`config.mk`:
```
export PLATFORM = sky130hd
export DESIGN_NAME = bcd_sec_counter
export DESIGN_NICKNAME = d
export VERILOG_FILES = /design/src/rtl/bcd_sec_counter.sv
export SDC_FILE = /design/constraint.sdc
export NUM_CORES = 1
export LEC_CHECK = 0
export ABC_CLOCK_PERIOD_IN_PS = 3600
export CAP_MARGIN = 20
export CELL_PAD_IN_SITES_DETAIL_PLACEMENT = 1
export CELL_PAD_IN_SITES_GLOBAL_PLACEMENT = 2
export CORE_MARGIN = 10
export CORE_UTILIZATION = 35
export DETAILED_ROUTE_END_ITERATION = 6
export PLACE_DENSITY_LB_ADDON = 0.1
export SLEW_MARGIN = 10
export SYNTH_ARGS = -nofsm -noshare
export SYNTH_HDL_FRONTEND = slang
export SYNTH_SLANG_ARGS = --single-unit
```
`constraint.sdc`:
```
create_clock -name fin -period 3.6 [get_ports fin]
set_input_delay 0.72 -clock fin [delete_from_list [all_inputs] [get_ports fin]]
set_output_delay 0.72 -clock fin [all_outputs]
set_load 0.02 [all_outputs]
```
`src/rtl/bcd_sec_counter.sv`:
```
// MM:SS BCD elapsed-time counter driven by a synchronized 1 Hz tick,
// with a start/stop/clear run-state FSM and a 4-digit multiplexed
// active-low seven-segment display scan.
module bcd_sec_counter #(
  parameter int unsigned SCAN_DIV = 50000
) (
  input  logic       fin,
  input  logic       rst,
  input  logic       tick_in,
  input  logic       start,
  input  logic       stop,
  input  logic       clear,
  output logic       running,
  output logic [3:0] sec_lo,
  output logic [3:0] sec_hi,
  output logic [3:0] min_lo,
  output logic [3:0] min_hi,
  output logic       wrap,
  output logic [6:0] seg,
  output logic [3:0] an
);

  localparam int unsigned CW = $clog2(SCAN_DIV);
  localparam logic [CW-1:0] SCAN_LAST = CW'(SCAN_DIV - 1);

  typedef enum logic [1:0] {IDLE, RUN, PAUSE} state_t;

  state_t      state_q, state_d;
  logic        s1_q, s1_d, s2_q, s2_d, s3_q, s3_d;
  logic        tick_pulse;
  logic        count_en;
  logic [3:0]  sec_lo_q, sec_lo_d, sec_hi_q, sec_hi_d;
  logic [3:0]  min_lo_q, min_lo_d, min_hi_q, min_hi_d;
  logic        wrap_q, wrap_d;
  logic [CW-1:0] scan_q, scan_d;
  logic [1:0]  idx_q, idx_d;
  logic [3:0]  an_q, an_d;
  logic [6:0]  seg_q, seg_d;
  logic [3:0]  sel_digit;

  function automatic logic [6:0] seg_decode(input logic [3:0] v);
    logic [6:0] r;
    case (v)
      4'd0:    r = 7'b1000000;
      4'd1:    r = 7'b1111001;
      4'd2:    r = 7'b0100100;
      4'd3:    r = 7'b0110000;
      4'd4:    r = 7'b0011001;
      4'd5:    r = 7'b0010010;
      4'd6:    r = 7'b0000010;
      4'd7:    r = 7'b1111000;
      4'd8:    r = 7'b0000000;
      4'd9:    r = 7'b0010000;
      default: r = 7'b1111111;
    endcase
    return r;
  endfunction

  // Two-flop synchronizer plus history flop; pulse marks a rising edge.
  always_comb begin
    s1_d       = tick_in;
    s2_d       = s1_q;
    s3_d       = s2_q;
    tick_pulse = s2_q & ~s3_q;
  end

  // Run-state transitions; clear dominates, start+stop together is a no-op.
  always_comb begin
    state_d = state_q;
    if (clear) begin
      state_d = IDLE;
    end else if (start && !stop) begin
      if (state_q != RUN) state_d = RUN;
    end else if (stop && !start) begin
      if (state_q == RUN) state_d = PAUSE;
    end
  end

  // Cascaded BCD increment on a tick in RUN; clear zeroes all digits.
  always_comb begin
    sec_lo_d = sec_lo_q;
    sec_hi_d = sec_hi_q;
    min_lo_d = min_lo_q;
    min_hi_d = min_hi_q;
    wrap_d   = 1'b0;
    count_en = (state_q == RUN) && tick_pulse;
    if (clear) begin
      sec_lo_d = '0;
      sec_hi_d = '0;
      min_lo_d = '0;
      min_hi_d = '0;
    end else if (count_en) begin
      if (sec_lo_q == 4'd9) begin
        sec_lo_d = '0;
        if (sec_hi_q == 4'd5) begin
          sec_hi_d = '0;
          if (min_lo_q == 4'd9) begin
            min_lo_d = '0;
            if (min_hi_q == 4'd5) begin
              min_hi_d = '0;
              wrap_d   = 1'b1;
            end else begin
              min_hi_d = min_hi_q + 4'd1;
            end
          end else begin
            min_lo_d = min_lo_q + 4'd1;
          end
        end else begin
          sec_hi_d = sec_hi_q + 4'd1;
        end
      end else begin
        sec_lo_d = sec_lo_q + 4'd1;
      end
    end
  end

  // Display scan: anode and segment pattern are both derived from the
  // next digit index so they change on the same edge.
  always_comb begin
    scan_d = (scan_q == SCAN_LAST) ? '0 : scan_q + CW'(1);
    idx_d  = (scan_q == SCAN_LAST) ? idx_q + 2'd1 : idx_q;
    case (idx_d)
      2'd0:    sel_digit = sec_lo_q;
      2'd1:    sel_digit = sec_hi_q;
      2'd2:    sel_digit = min_lo_q;
      default: sel_digit = min_hi_q;
    endcase
    an_d  = ~(4'b0001 << idx_d);
    seg_d = seg_decode(sel_digit);
  end

  // Tick synchronizer, FSM and digit registers.
  always_ff @(posedge fin or posedge rst) begin
    if (rst) begin
      s1_q     <= 1'b0;
      s2_q     <= 1'b0;
      s3_q     <= 1'b0;
      state_q  <= IDLE;
      sec_lo_q <= '0;
      sec_hi_q <= '0;
      min_lo_q <= '0;
      min_hi_q <= '0;
      wrap_q   <= 1'b0;
    end else begin
      s1_q     <= s1_d;
      s2_q     <= s2_d;
      s3_q     <= s3_d;
      state_q  <= state_d;
      sec_lo_q <= sec_lo_d;
      sec_hi_q <= sec_hi_d;
      min_lo_q <= min_lo_d;
      min_hi_q <= min_hi_d;
      wrap_q   <= wrap_d;
    end
  end

  // Display scan registers.
  always_ff @(posedge fin or posedge rst) begin
    if (rst) begin
      scan_q <= '0;
      idx_q  <= '0;
      an_q   <= 4'b1110;
      seg_q  <= 7'b1000000;
    end else begin
      scan_q <= scan_d;
      idx_q  <= idx_d;
      an_q   <= an_d;
      seg_q  <= seg_d;
    end
  end

  assign running = (state_q == RUN);
  assign sec_lo  = sec_lo_q;
  assign sec_hi  = sec_hi_q;
  assign min_lo  = min_lo_q;
  assign min_hi  = min_hi_q;
  assign wrap    = wrap_q;
  assign seg     = seg_q;
  assign an      = an_q;

endmodule

```
==> impl_metrics.py <==
metrics = {
    "yosys": {
        "ys_seq_area_frac": 0.476,
        "postSynthCellCount": 261,
        "synthTopCellsByArea": "dfrtp_1 (44%), ha_1 (4.6%), dfstp_2 (3.9%)",
        "yosys.area.top_type": "dfrtp_1",
        "yosysUniqueCellTypes": 50,
        "yosys_register_bits": 51,
        "synth-edff-count": 0,
        "synth_top_area_share": 0.437,
        "synth-main-ff-cell": "dfrtp_1",
        "async_flop_share": 1.00,
        "netlist_area_mm2": 0.00269,
        "synth_fp_nets": 277,
        "avgSynthCellArea_um2": 10.3,
        "ys_warn_count": 0,
    },
    "clock_network": {
        "clkLatencyLatePin_ns": 0.31,
        "hold_buffers": 0,
        "cts_buffer_depth": 2,
        "numClockSinks": 51,
        "cts_tree": "done",
        "cts_resized": 0,
        "cts-root-buf": "clkbuf_8",
        "htreeDepth": 2,
        "numCtsBuffers": 5,
        "cts_setup_buffers": 0,
        "clkSlewWorstSetupHoldPaths_ns": 0.10,
    },
    "flow_run": {
        "drv_cap": 0,
    },
    "pwr": {
        "combPwrFrac": 0.108,
        "seqPwrFrac": 0.537,
        "p_leak_uw": 0.00146,
        "p_clk_frac": 0.356,
        "intPower_uw": 857,
        "switching_share": 0.260,
        "ir_drop_uv": 175,
        "power_density_mw_per_mm2": 358,
        "power_switching_uw": 301,
    },
    "timing": {
        "tightestPinTransition_ns": 0.702,
        "fin_crit_ns": 3.03,
        "slew_viol_final": 0,
        "max_slew_margin": 0.531,
        "fmax_mhz": 330,
        "grt_setup_unrepaired": "false",
        "final.setup_skew_ns": 0.0152,
        "setup_viol": 0,
        "finalHoldViolCount": 0,
        "layout_worst_path_cycle_share": 0.842,
        "tns_ns": 0,
    },
    "worst_setup_path": {
        "startpoint_type": "flip-flop",
        "critPathArrivalTime_ns": 3.23,
        "crit_path_start": "scan_q[0]$_DFF_PP0_",
        "critPathCapture": "seg[3]$_DFF_PP0_",
        "reg2reg_slack_ns": 0.57,
        "critPathCaptureType": "flip-flop",
        "crit_slowest_cell": "nand4_2",
        "rr_startpoint": "scan_q[0]$_DFF_PP0_",
        "critPathMaxFanout": 15,
        "r2r_end": "seg[3]$_DFF_PP0_",
        "critPathRequiredTime_ns": 3.80,
        "worstRegToRegCells": 11,
        "slowest_delay_ns": 0.41,
        "crit_path_cell_trace": "ha_1 > and3_1 > nand4_2 > and3_1 > o31ai_4 > o221ai_4 > inv_1 > ha_1 > inv_1 > nor2_1 > a311o_1",
        "crit_type": "flip-flop to flip-flop",
    },
    "global_route": {
        "grt_pass1_wl_mm": 10.5,
        "overflow": 0,
        "grt_max_degree": 50,
        "grt_usage": 0.110,
        "antenna_found_initial": 0,
        "first_global_vias": 2100,
    },
    "outcome": {
        "status": "completed",
    },
    "layout": {
        "syn_to_final_growth_pct": 20.2,
        "antenna_cells": 0,
        "mostFrequentLayoutCells": "dfrtp_1 (47), clkdlybuf4s50_1 (34), nor2_1 (26), nand2_1 (24), nor3_1 (16)",
        "final_common_cell": "dfrtp_1",
        "nets": 310,
        "layout-drive-gt1-share": 0.0983,
        "fin_cells": 394,
    },
    "floorplanning": {
        "initial_core_util": 0.365,
        "num_io_pins": 35,
        "dieArea_mm2": 0.0116,
        "die_w_um": 108,
        "core_area_mm2": 0.00737,
        "die_height_um": 108,
        "core.rowCount": 31,
    },
    "route": {
        "ant_nets": 0,
        "drc": 0,
        "dr.pass1.iters": 4,
        "vias_per_cell": 5.05,
        "vias": 1991,
        "wirelength_mm": 6.09,
        "drtIter0Drc": 38,
        "drt-wirelength-per-cell_um": 15.5,
    },
    "placement": {
        "port_buffers": 34,
        "dpl.cell_count": 385,
        "gp_routability_congestion": 0.740,
        "dp.final_hpwl_mm": 4.37,
    },
    "min_path": {
        "min_path_type": "flip-flop to flip-flop",
    },
}
synthesized netlist by cell type (2+ instances only):
cell type  instances
a311o_1            2
nor2_1            26
ha_1              10
nor3b_1            3
buf_2              3
a31oi_1            3
buf_6              3
dfrtp_1           47
and4b_1            2
nor3_1            16
o21ai_0           10
mux2i_1            6
xor2_1            11
nor2_2             2
o31ai_1            3
nand2b_1           4
and3_1             9
a21o_1             3
nand2_1           24
a21oi_1           11
nand3b_1           2
o221ai_2           2
clkbuf_1           2
inv_1              9
and2_1             2
xnor2_1            8
dfstp_2            4
nand3_1            9
nor2b_1            4
critical path: cells and delay by family, from the launching register on:
family                     cells  cell delay (ns)
and+or+nand+nor                4             1.15
AOI/OAI and AO/OA              3             0.75
adders and majority gates      2             0.45
DFF                            1             0.39
buffers and inverters          2             0.19
cells by family (layout without fill, tap and decap cells):
| logic type | count (synthesis) | in the layout | share of synthesized area |
|---|---|---|---|
| AOI/OAI and AO/OA | 42 | 42 | 0.119 |
| DFF | 51 | 51 | 0.476 |
| adders and majority gates | 10 | 10 | 0.0465 |
| buffers and inverters | 20 | 54 | 0.0404 |
| xor gates and xnor gates | 19 | 19 | 0.0618 |
| muxes | 8 | 8 | 0.0349 |
| and+or+nand+nor | 111 | 111 | 0.221 |
power by group through the flow:
stage	registers [µW]	clock network, µW	logic, µW
6_report	622	412	125
5_1_grt	629	450	140
4_1_cts	623	430	124
3_5_place_dp	634	0	123
3_3_place_gp	633	0	122
2_1_floorplan	641	0	50.8
how the worst min path moves through the flow:
stage / start / to / cells past startpoint
final: s1_q$_DFF_PP0_ / s2_q$_DFF_PP0_ / 0
after global routing: s1_q$_DFF_PP0_ / s2_q$_DFF_PP0_ / 0
after CTS: s1_q$_DFF_PP0_ / s2_q$_DFF_PP0_ / 0
after detailed placement: s1_q$_DFF_PP0_ / s2_q$_DFF_PP0_ / 0
after global placement: s1_q$_DFF_PP0_ / s2_q$_DFF_PP0_ / 0
after floorplan: s1_q$_DFF_PP0_ / s2_q$_DFF_PP0_ / 0
metrics by stage:
stage	area [µm²]	power, µW	hold WS [ns]	utilization	setup slack [ns]
after floorplan	2690	692	0.331	-	1.02
after global placement	3090	756	0.345	0.420	0.729
after detailed placement	3090	758	0.355	0.420	0.579
after CTS	3210	1180	0.375	0.435	0.528
after global routing	3230	1220	0.381	0.439	0.361
final	3230	1160	0.373	0.439	0.570
registers in the layout (all words and copies together) (netlist names), 2 cells and up:
signal   count
an           4
idx_q        2
min_hi       4
min_lo       4
scan_q      16
sec_hi       4
sec_lo       4
seg          7
state_q      2
per-layer routing:
metal  part of all wire  track usage  vias up  wire (µm)
li1                   -            -      973          -
met1               0.48        0.139      990       2950
met2               0.46        0.176       23       2780
met3              0.049       0.0359        5        300
met4              0.010       0.0286        0         62
met5                  0            0        -          0
area by class of cell:
cell class	instances	area, µm²
clock buffer	5	68.8
clock inverter	3	46.3
fill	836	4140
inverter	10	37.5
multi-input combinational	190	1300
sequential	51	1280
tap	99	124
timing repair buffer	36	375
Note: power is estimated with default switching activity, not from simulation.
